[config.mk]
export PLATFORM = sky130hd
export DESIGN_NAME = spatz_id_tracker
export DESIGN_NICKNAME = d
export VERILOG_FILES = /design/src/rtl/spatz_id_tracker.sv
export SDC_FILE = /design/constraint.sdc
export NUM_CORES = 1
export LEC_CHECK = 0
export ABC_AREA = 1
export BUFFER_PORTS_ARGS = -buffer_cell sky130_fd_sc_hd__buf_2
export CORE_MARGIN = 4
export CORE_UTILIZATION = 50
export CTS_BUF_LIST = sky130_fd_sc_hd__clkbuf_8
export CTS_CLUSTER_DIAMETER = 150
export DETAILED_ROUTE_END_ITERATION = 10
export PLACE_DENSITY_LB_ADDON = 0.05
export SLEW_MARGIN = 20
export SYNTH_ARGS = -nofsm -noshare
export SYNTH_HDL_FRONTEND = slang
export SYNTH_SLANG_ARGS = --single-unit
[constraint.sdc]
create_clock -name clk_i -period 4.79 [get_ports clk_i]
set_input_delay 0.958 -clock clk_i [delete_from_list [all_inputs] [get_ports clk_i]]
set_output_delay 0.958 -clock clk_i [all_outputs]
set_load 0.005 [all_outputs]
[src/rtl/spatz_id_tracker.sv]
// -----------------------------------------------------------------------------
// spatz_id_tracker
//
// Hands out instruction IDs to the Spatz controller and keeps track of which
// IDs are in flight and which execution unit (CON/LSU/SLD/VFU) owns each one.
// IDs are returned through NrRetirePorts independent retire channels.
//
// Optional feature (compile-time macro SPATZ_ID_ROUND_ROBIN_EN):
//   defined   -> a registered pointer holds (last granted ID + 1) mod NrIds and
//                the grant is the first free ID searching upward from it, with
//                wrap-around. Recently retired IDs then stay idle longer, which
//                makes traces easier to follow.
//   undefined -> the grant is always the lowest-index free ID.
//
// Handshakes:
//   alloc : an ID is granted when alloc_valid_i && alloc_ready_o are both
//           high at a rising clock edge. alloc_id_o is combinational and does
//           not depend on alloc_valid_i. alloc_ready_o does not depend on
//           retires in the same cycle (no bypass).
//   retire: each retire_valid_i[k] is a single-cycle strobe with no ready; the
//           ID on channel k is released at the next rising edge.
//
// Ports:
//   clk_i, rst_i      clock, asynchronous active-high reset
//   alloc_valid_i     controller requests a new ID
//   alloc_ready_o     a free ID exists
//   alloc_unit_i      ex_unit_e of the instruction being issued
//   alloc_id_o        ID granted on handshake
//   retire_valid_i    per-channel retire strobe
//   retire_id_i       per-channel retiring ID, channel k at [k*IdWidth +: IdWidth]
//   busy_o            in-flight bitmap
//   unit_busy_o       bit u set when any live ID is owned by unit u
//   in_flight_cnt_o   number of live IDs
//   empty_o, full_o   no ID live / all IDs live
//   retire_err_o      sticky flag: a retire named an ID that was not live
// -----------------------------------------------------------------------------
module spatz_id_tracker #(
  parameter  int unsigned NrIds         = 4,
  parameter  int unsigned NrRetirePorts = 3,
  localparam int unsigned IdWidth       = $clog2(NrIds),
  localparam int unsigned CntWidth      = $clog2(NrIds + 1)
) (
  input  logic                               clk_i,
  input  logic                               rst_i,
  input  logic                               alloc_valid_i,
  output logic                               alloc_ready_o,
  input  logic [1:0]                         alloc_unit_i,
  output logic [IdWidth-1:0]                 alloc_id_o,
  input  logic [NrRetirePorts-1:0]           retire_valid_i,
  input  logic [NrRetirePorts*IdWidth-1:0]   retire_id_i,
  output logic [NrIds-1:0]                   busy_o,
  output logic [3:0]                         unit_busy_o,
  output logic [CntWidth-1:0]                in_flight_cnt_o,
  output logic                               empty_o,
  output logic                               full_o,
  output logic                               retire_err_o
);

  // Execution unit encoding shared with the controller.
  typedef enum logic [1:0] {
    UNIT_CON = 2'd0,
    UNIT_LSU = 2'd1,
    UNIT_SLD = 2'd2,
    UNIT_VFU = 2'd3
  } ex_unit_e;

  // Full range addressable by an IdWidth-bit ID. When NrIds is not a power of
  // two, the codes above NrIds-1 read as "not live" and therefore flag an error.
  localparam int unsigned IdSpace = 1 << IdWidth;

  // ---------------------------------------------------------------------------
  // State
  // ---------------------------------------------------------------------------
  logic [NrIds-1:0] busy_q, busy_d;
  ex_unit_e         owner_q [NrIds];
  logic             err_q, err_d;

  logic             fire;
  logic [NrIds-1:0] retire_mask;
  logic [NrIds-1:0] grant_onehot;
  logic             retire_bad;
  logic [IdSpace-1:0] busy_ext;

  assign busy_ext = IdSpace'(busy_q);

  // ---------------------------------------------------------------------------
  // Grant selection
  // ---------------------------------------------------------------------------
`ifdef SPATZ_ID_ROUND_ROBIN_EN
  logic [IdWidth-1:0] ptr_q;
  logic [IdWidth-1:0] ptr_d;
  logic [IdWidth-1:0] cand;
  logic               found;

  // First free ID at or above the pointer, wrapping around past NrIds-1.
  always_comb begin
    alloc_id_o = '0;
    found      = 1'b0;
    cand       = '0;
    for (int unsigned i = 0; i < NrIds; i++) begin
      cand = IdWidth'((int unsigned'(ptr_q) + i) % NrIds);
      if (!found && !busy_ext[cand]) begin
        alloc_id_o = cand;
        found      = 1'b1;
      end
    end
  end

  always_comb begin
    ptr_d = ptr_q;
    if (fire) begin
      ptr_d = (alloc_id_o == IdWidth'(NrIds - 1)) ? '0 : alloc_id_o + 1'b1;
    end
  end

  always_ff @(posedge clk_i or posedge rst_i) begin
    if (rst_i) begin
      ptr_q <= '0;
    end else begin
      ptr_q <= ptr_d;
    end
  end
`else
  // Lowest-index free ID: scan downward so the lowest free index wins last.
  always_comb begin
    alloc_id_o = '0;
    for (int i = int'(NrIds) - 1; i >= 0; i--) begin
      if (!busy_q[i]) begin
        alloc_id_o = IdWidth'(i);
      end
    end
  end
`endif

  assign full_o        = &busy_q;
  assign empty_o       = ~|busy_q;
  assign alloc_ready_o = ~full_o;
  assign fire          = alloc_valid_i & alloc_ready_o;

  always_comb begin
    grant_onehot = '0;
    for (int unsigned j = 0; j < NrIds; j++) begin
      if (fire && (alloc_id_o == IdWidth'(j))) begin
        grant_onehot[j] = 1'b1;
      end
    end
  end

  // ---------------------------------------------------------------------------
  // Retire decode. Several channels naming the same ID simply OR into the mask,
  // so a live ID is released once and does not count as an error.
  // ---------------------------------------------------------------------------
  always_comb begin
    logic [IdWidth-1:0] rid;
    retire_mask = '0;
    retire_bad  = 1'b0;
    rid         = '0;
    for (int unsigned k = 0; k < NrRetirePorts; k++) begin
      rid = retire_id_i[k*IdWidth +: IdWidth];
      if (retire_valid_i[k]) begin
        if (!busy_ext[rid]) begin
          retire_bad = 1'b1;
        end
        for (int unsigned j = 0; j < NrIds; j++) begin
          if (rid == IdWidth'(j)) begin
            retire_mask[j] = 1'b1;
          end
        end
      end
    end
  end

  // The grant always targets a free ID, so clearing before setting only matters
  // when a bogus retire names the very ID being granted: the grant wins.
  assign busy_d = (busy_q & ~retire_mask) | grant_onehot;
  assign err_d  = err_q | retire_bad;

  always_ff @(posedge clk_i or posedge rst_i) begin
    if (rst_i) begin
      busy_q <= '0;
      err_q  <= 1'b0;
      for (int unsigned i = 0; i < NrIds; i++) begin
        owner_q[i] <= UNIT_CON;
      end
    end else begin
      busy_q <= busy_d;
      err_q  <= err_d;
      // Owner entries of retired IDs are left stale; busy masks them.
      for (int unsigned i = 0; i < NrIds; i++) begin
        if (grant_onehot[i]) begin
          owner_q[i] <= ex_unit_e'(alloc_unit_i);
        end
      end
    end
  end

  // ---------------------------------------------------------------------------
  // Derived status, all straight from registered state
  // ---------------------------------------------------------------------------
  always_comb begin
    unit_busy_o = '0;
    for (int unsigned i = 0; i < NrIds; i++) begin
      if (busy_q[i]) begin
        unit_busy_o[owner_q[i]] = 1'b1;
      end
    end
  end

  always_comb begin
    in_flight_cnt_o = '0;
    for (int unsigned i = 0; i < NrIds; i++) begin
      in_flight_cnt_o = in_flight_cnt_o + CntWidth'(busy_q[i]);
    end
  end

  assign busy_o       = busy_q;
  assign retire_err_o = err_q;

endmodule
Word-level counts from Yosys, hierarchy flattened
Cells that the tools add are included.
Cells by class
  $add $sub $neg: 3
  magnitude comparators: 11
  equality and inequality tests: 12
  multiplexer cells: 47
  bitwise gates (word level): 9
  reduce and logical (&&, ||, !) cells: 15
Operator list (count)
  $mux W1: 29
  $mux W4: 7
  $lt A2 B3 Y1 const B: 7
  $eq A2 B2 Y1 const B: 8
  $or A4 B4 Y4: 4
  $demux W1 S2: 4
  $eq A2 B1 Y1 const B: 4
  $ge A2 B1 Y1 const B: 4
  $logic_and A1 B1 Y1: 8
  $logic_not A2 Y1: 4
  $mux W2: 4
  $bmux W1 S2: 3
  $and A4 B4 Y4: 1
  $not A4 Y4: 1
  $reduce_and A4 Y1: 1
  $reduce_or A4 Y1: 1
  $add A2 B1 Y3: 1
  $add A3 B1 Y3: 1
  $add A1 B1 Y2: 1
  $and A1 B1 Y1: 1
  $logic_not A1 Y1: 1
  $not A1 Y1: 1
  $or A1 B1 Y1: 1
Storage, ports and cells
  flip-flop bits (word level): 13
  input bits: 14
  output and inout port bits: 17
  word-level logic and storage cells: 103

Depth between registers and ports, before layout
Gate-level depths: netlist of run 1.
  depth after elaboration: 11
  depth in mapped cells: 8
  depth with buffers taken out: 8

Worst setup path after synthesis of run 1
OpenSTA, ideal clock, no wires.
  path kind: flip-flop to output port
  from: register busy_q[0] (netlist: busy_o[0])
  to: output in_flight_cnt_o[1]
  arrival time: 1719 ps
  data required time: 3832 ps
  setup slack: 2113 ps
  stages on the path, launching flop included: 7
  buffers on the path: 1
  cell sequence: dfrtp_1 > buf_2 > inv_1 > fa_1 > inv_1 > ha_1 > ha_1
Between the ends
  cells in the longest elaborated chain, start to end: 3
Ends and longest elaborated chain
  from (decl): line 74  | logic [NrIds-1:0] busy_q, busy_d;
  from (signal assigned): line 186  | busy_q <= busy_d;
  $add A1 B1 Y2: line 212  | in_flight_cnt_o = in_flight_cnt_o + CntWidth'(busy_q[i]);
  $add A2 B1 Y3: line 212
  $add A3 B1 Y3: line 212
  to (decl): line 53  | output logic [CntWidth-1:0] in_flight_cnt_o,
No other way between the ends.

Worst setup path after layout of run 1
Ends and elaborated chain as after synthesis.

==> impl_results.md, run 1 <==
- Die X: 53.2 microns
- Skew final: 0.00787 ns
- Final-report setup violation count: 0
- Clock Latency Late Sink: 0.25 ns
- Bufs on Longest Clock Path: 2
- Mapped cell area: 1020 sq um
- Pre-antenna DRT Iters: 4
- Area delta synth->final: 19.4%
- Met2 usage: 28.1%
- Critical-path cell list: inv_1 -> fa_1 -> inv_1 -> ha_1 -> ha_1 -> buf_2
- Combinational group share of total power: 48.9%
- Fmax: 0.314 GHz
- CP required: 3.83 ns
- Iter 0 DRT Violations: 28
- Fin crit period: 3.18 ns
- Gr busiest metal: met2
- Hold buffers post-CTS: 0
- Min-Delay Path Class: register to register
- RSZ-0062 raised after global routing: no
- Max incr delay on CP: 0.65 ns
- Number of top-level pins: 31
- Reg power frac: 37.0%
- Placed Cells: 198
- Yosys warnings: 0
- Final WS setup: 1.61 ns
- Slew @ Worst Pin: 0.585 ns
- Sw frac: 46.8%
- Syn nets: 164
- Power per cell area: 573 nW/um^2
- Pleak: 0.661 nW
- Die area: 2830 sq um
- CP Launch Type: register
- Placed inst area: 1170 sq um
- Crit path arrival time: 2.22 ns
- Avg Cell Area, Syn: 7.04 sq um
- Share of layout cells above drive strength 1: 25.7%
- H-tree lvl count: 1
- DP Worst Slack: 1.87 ns
- CTS tree: yes
- Number of cell rows: 16
- Max-slew violations: 0
- Status: completed
- Die height: 53.2 microns
- Most common cell after layout, fill and taps aside: nand3_1
- Proportion of power drawn by the clock network: 14.2%
- Vias per cell: 5.21
- Global route total overflow: 0
- Psw: 0.000327 W
- Register area share after synthesis: 31.9%
- Cells after synthesis: 145
- Resize count post-CTS: 0
- M3 GR Usage: 5.92%
- Most frequent cells in the layout: nand3_1 (34), nand2_1 (33), buf_2 (30)
- Core area: 1940 sq um
- Finished Cell Area: 1220 sq um
- Initial core utilization: 52.6%
- Vias: 1052
- Fillers: 191
- CTS buffer count: 3
- Routability Congestion: 0.913
- Residual DRC: 0
- CP max-delay cell: dfrtp_1
- Inserted Diodes: 0
- Post-layout util: 62.8%
- Total routed wirelength: 2470 microns
- IO buf count: 30
- Detailed Place HPWL: 1940 microns
- Rel. slew slack: 61.0%
- Routed Antenna Nets: 0
- Routed WL per cell: 12.2 microns
- Largest net degree at the start of global routing: 16
- First-pass GRT wire length: 3950 microns
- Worst VDD drop: 0.350 mV
- Vias in the first global route: 888
- Crit Path Max Fanout: 14
- Synth Register Bits: 13
- Clk sink count: 13
- Synth cell types: 20
- Final worst-path cycle share: 66.4%
- Met1 usage: 26.3%
- Fin nets: 195
- Int Pwr: 0.000372 W
- Worst-path clk slew: 0.06 ns
- All-Layer GR Usage: 19.6%
- Kind of critical path: register to primary output
- Number of max-cap violations: 0
- Initial antenna violation count: 0
- Final std cells w/o fill: 202
- Post-CTS Setup Repair Bufs: 0
- Setup_tns: 0 ns
- Element type at the critical path end: primary output
- Hold Vio Cnt, Final: 0
- Clk root buf: clkbuf_8
-- synth_stat cells, drive strengths merged --
library cell,instances,area [sq um]
a21oi,1,16.3
nand3,35,180
nor2,7,33.8
inv,24,90.1
o2111ai,2,17.5
nand4,4,25.0
o22ai,1,6.26
nand2,37,149
buf,4,32.5
fa,1,20.0
dfrtp,13,325
ha,4,50.1
o21ai,11,55.1
nand3b,1,20.0
-- sequential cells by signal, summed over array words and instances, names as in the netlist --
register      cells
owner_q           8
busy_o            4
retire_err_o      1
-- power groups by stage --
stage / Sequential (W) / Clock, W / Combinational, W
2_1_floorplan: 0.000203 / 0 / 0.000277
5_1_grt: 0.000268 / 0.000106 / 0.000404
4_1_cts: 0.000255 / 0.000103 / 0.000347
3_3_place_gp: 0.000253 / 0 / 0.000336
3_5_place_dp: 0.000258 / 0 / 0.000346
6_report: 0.000258 / 0.0000990 / 0.000342
-- through the flow --
step           hold slack (ns)  total power [W]
2_1_floorplan            0.465         0.000480
3_3_place_gp             0.457         0.000589
3_5_place_dp             0.466         0.000603
4_1_cts                  0.484         0.000706
5_1_grt                  0.509         0.000778
6_report                 0.482         0.000699
-- worst paths after layout --
kind                                        start                     end  slack, ns  cells past startpoint
setup / recovery              busy_o[0]$_DFF_PP0_      in_flight_cnt_o[1]       1.61                      6
hold / removal             retire_err_o$_DFF_PP0_  retire_err_o$_DFF_PP0_       0.48                      2
setup reg to reg              busy_o[0]$_DFF_PP0_  owner_q[5]$_DFFE_PP0P_       3.19                      7
hold reg to reg            retire_err_o$_DFF_PP0_  retire_err_o$_DFF_PP0_       0.48                      2
max in group asynchronous                   rst_i  owner_q[3]$_DFFE_PP0P_       3.72                      2
min in group asynchronous                   rst_i  owner_q[7]$_DFFE_PP0P_       0.72                      2
-- worst max-delay path: cells and delay by family, from the launching register on --
kind | cells | cell delay [ns]
fa+ha+maj | 3 | 0.99
buf+inv | 3 | 0.33
flops | 1 | 0.65
-- final cells by class --
cell class / instances / area [sq um] / share of cell area, %
Clock buffer: 3 / 41.3 / 3.39
Clock inverter: 1 / 5.00 / 0.411
Inverter: 24 / 90.1 / 7.39
Multi-Input combinational cell: 104 / 573 / 47.0
Sequential cell: 13 / 325 / 26.7
Tap cell: 27 / 33.8 / 2.77
Timing Repair Buffer: 30 / 150 / 12.3
-- logic make-up after synthesis --
| kind of cell | synth area share, % |
|---|---|
| AO/OA/AOI/OAI | 9.31 |
| adder cells (fa/ha/maj) | 6.86 |
| buffers and inverters | 12.0 |
| flip-flops | 31.9 |
| AND/OR/NAND/NOR | 39.9 |
-- routing by layer --
layer	share of wire (%)	wire [microns]
met1	47	1170
met2	44	1080
met3	7.2	177
met4	1.6	40
met5	0	0
Power figures use the tool's default switching activity.
==> run 2: changes to the inputs <==
- clock period: 4.79 -> 3 ns (I/O delays scaled with it)
==> run 2 against run 1 <==
Net effect:
- global-route usage is 1.4 points higher
- clock skew is 0.0068 ns lower
- first-iteration DRC count is 11% higher
- critical endpoint unchanged
- critical path type unchanged
- largest power group unchanged
==> impl_results.md, run 2 (synthesis results as in run 1) <==
- Status: completed
- Die area: 2830 sq um
- RSZ-0062 raised after global routing: no
- Pre-antenna DRT Iters: 4
- Critical-path cell list: inv_1 -> fa_1 -> inv_1 -> ha_1 -> ha_1 -> buf_2
- Worst VDD drop: 0.423 mV
- Max-slew violations: 0
- Crit path arrival time: 2.13 ns
- Number of cell rows: 16
- Min-Delay Path Class: primary input to asynchronous set/reset pin
- First-pass GRT wire length: 4240 microns
- Bufs on Longest Clock Path: 2
- Final-report setup violation count: 0
- Detailed Place HPWL: 1920 microns
- Fin crit period: 2.73 ns
- Vias per cell: 5.21
- CP required: 2.40 ns
- Global route total overflow: 0
- Clk root buf: clkbuf_8
- Element type at the critical path end: primary output
- Vias in the first global route: 1019
- Kind of critical path: register to primary output
- Final std cells w/o fill: 204
- Reg2reg start: busy_o[0]$_DFF_PP0_
- Share of layout cells above drive strength 1: 26.0%
- Clock Latency Late Sink: 0.25 ns
- Iter 0 DRT Violations: 31
- Initial antenna violation count: 0
- Most common cell after layout, fill and taps aside: nand3_1
- Total routed wirelength: 2500 microns
- Setup_tns: 0 ns
- Flop2flop setup slack: 1.46 ns
- H-tree lvl count: 1
- Number of max-cap violations: 0
- Core area: 1940 sq um
- Cells on worst reg2reg path: 8
- CP Launch Type: register
- Clk sink count: 13
- Power per cell area: 919 nW/um^2
- Hold Vio Cnt, Final: 0
- Routed WL per cell: 12.2 microns
- Die height: 53.2 microns
- Slew @ Worst Pin: 0.559 ns
- Placed Cells: 200
- Pleak: 0.672 nW
- Die X: 53.2 microns
- Routed Antenna Nets: 0
- Residual DRC: 0
- Max incr delay on CP: 0.63 ns
- Number of top-level pins: 31
- Rel. slew slack: 62.7%
- Post-CTS Setup Repair Bufs: 0
- Skew final: 0.00104 ns
- Area delta synth->final: 20.7%
- Routability Congestion: 0.892
- Fmax: 0.366 GHz
- CTS tree: yes
- Fin nets: 197
- Hold buffers post-CTS: 0
- Critical R2R Capture: owner_q[6]$_DFFE_PP0P_
- Placed inst area: 1190 sq um
- Resize count post-CTS: 0
- Crit Path Max Fanout: 12
- Finished Cell Area: 1230 sq um
- All-Layer GR Usage: 20.9%
- Cell family with most CP delay: adder cells
- Final worst-path cycle share: 91.0%
- Largest net degree at the start of global routing: 16
- Most frequent cells in the layout: nand3_1 (34), nand2_1 (33), buf_2 (30)
- Vias: 1062
- CTS buffer count: 3
- Final Power: 0.00113 W
- IO buf count: 30
- Worst-path clk slew: 0.06 ns
- Min Hold Slack: 0.363 ns
- Inserted Diodes: 0
- Worst path buffer plus inverter count: 3
- Initial core utilization: 52.6%
- Max reg flops: 8
- CP max-delay cell: dfrtp_1
- Largest Register: owner_q
-- run 2: per-stage QoR --
step	util, %	setup WS [ns]
5_1_grt	63.5	0.148
4_1_cts	63.5	0.262
2_1_floorplan	-	0.681
3_5_place_dp	61.1	0.537
6_report	63.5	0.271
3_3_place_gp	61.1	0.588
-- run 2: final cells by class --
class | count | area, sq um
Sequential cell | 13 | 325
Clock buffer | 3 | 41.3
Timing Repair Buffer | 32 | 165
Tap cell | 27 | 33.8
Inverter | 24 | 90.1
Multi-Input combinational cell | 104 | 573
Fill cell | 200 | 709
Clock inverter | 1 | 3.75
-- run 2: worst max path at each step --
stage / startpoint / to / cells after the start
after floorplan: busy_o[0]$_DFF_PP0_ / in_flight_cnt_o[1] / 6
after global placement: busy_o[3]$_DFF_PP0_ / in_flight_cnt_o[1] / 6
after detailed placement: busy_o[3]$_DFF_PP0_ / in_flight_cnt_o[1] / 6
after CTS: busy_o[3]$_DFF_PP0_ / in_flight_cnt_o[1] / 6
after global routing: busy_o[3]$_DFF_PP0_ / in_flight_cnt_o[1] / 6
final: busy_o[3]$_DFF_PP0_ / in_flight_cnt_o[1] / 6
-- run 2: worst reg2reg max path: stages (launching register included) --
cell	delay (ns)
dfrtp_1	0.37
buf_4	0.19
ha_1	0.22
nand3_2	0.10
nand2_2	0.09
nor2_2	0.20
nand2_2	0.12
nand2_1	0.08
o21ai_1	0.06
-- run 2: power breakdown --
| group | internal [W] | leakage (nW) | switching (W) | total (W) |
|---|---|---|---|---|
| Combinational | 0.000266 | 0.488 | 0.000352 | 0.000619 |
| Sequential | 0.000252 | 0.157 | 0.000104 | 0.000357 |
| Clock | 0.0000906 | 0.0269 | 0.0000669 | 0.000157 |
-- run 2: layer usage --
| metal | GRT usage (%) | wire (microns) |
|---|---|---|
| met1 | 25.4 | 1170 |
| met2 | 33.5 | 1110 |
| met3 | 5.63 | 165 |
| met5 | 0 | 0 |
| met4 | 11.1 | 53 |
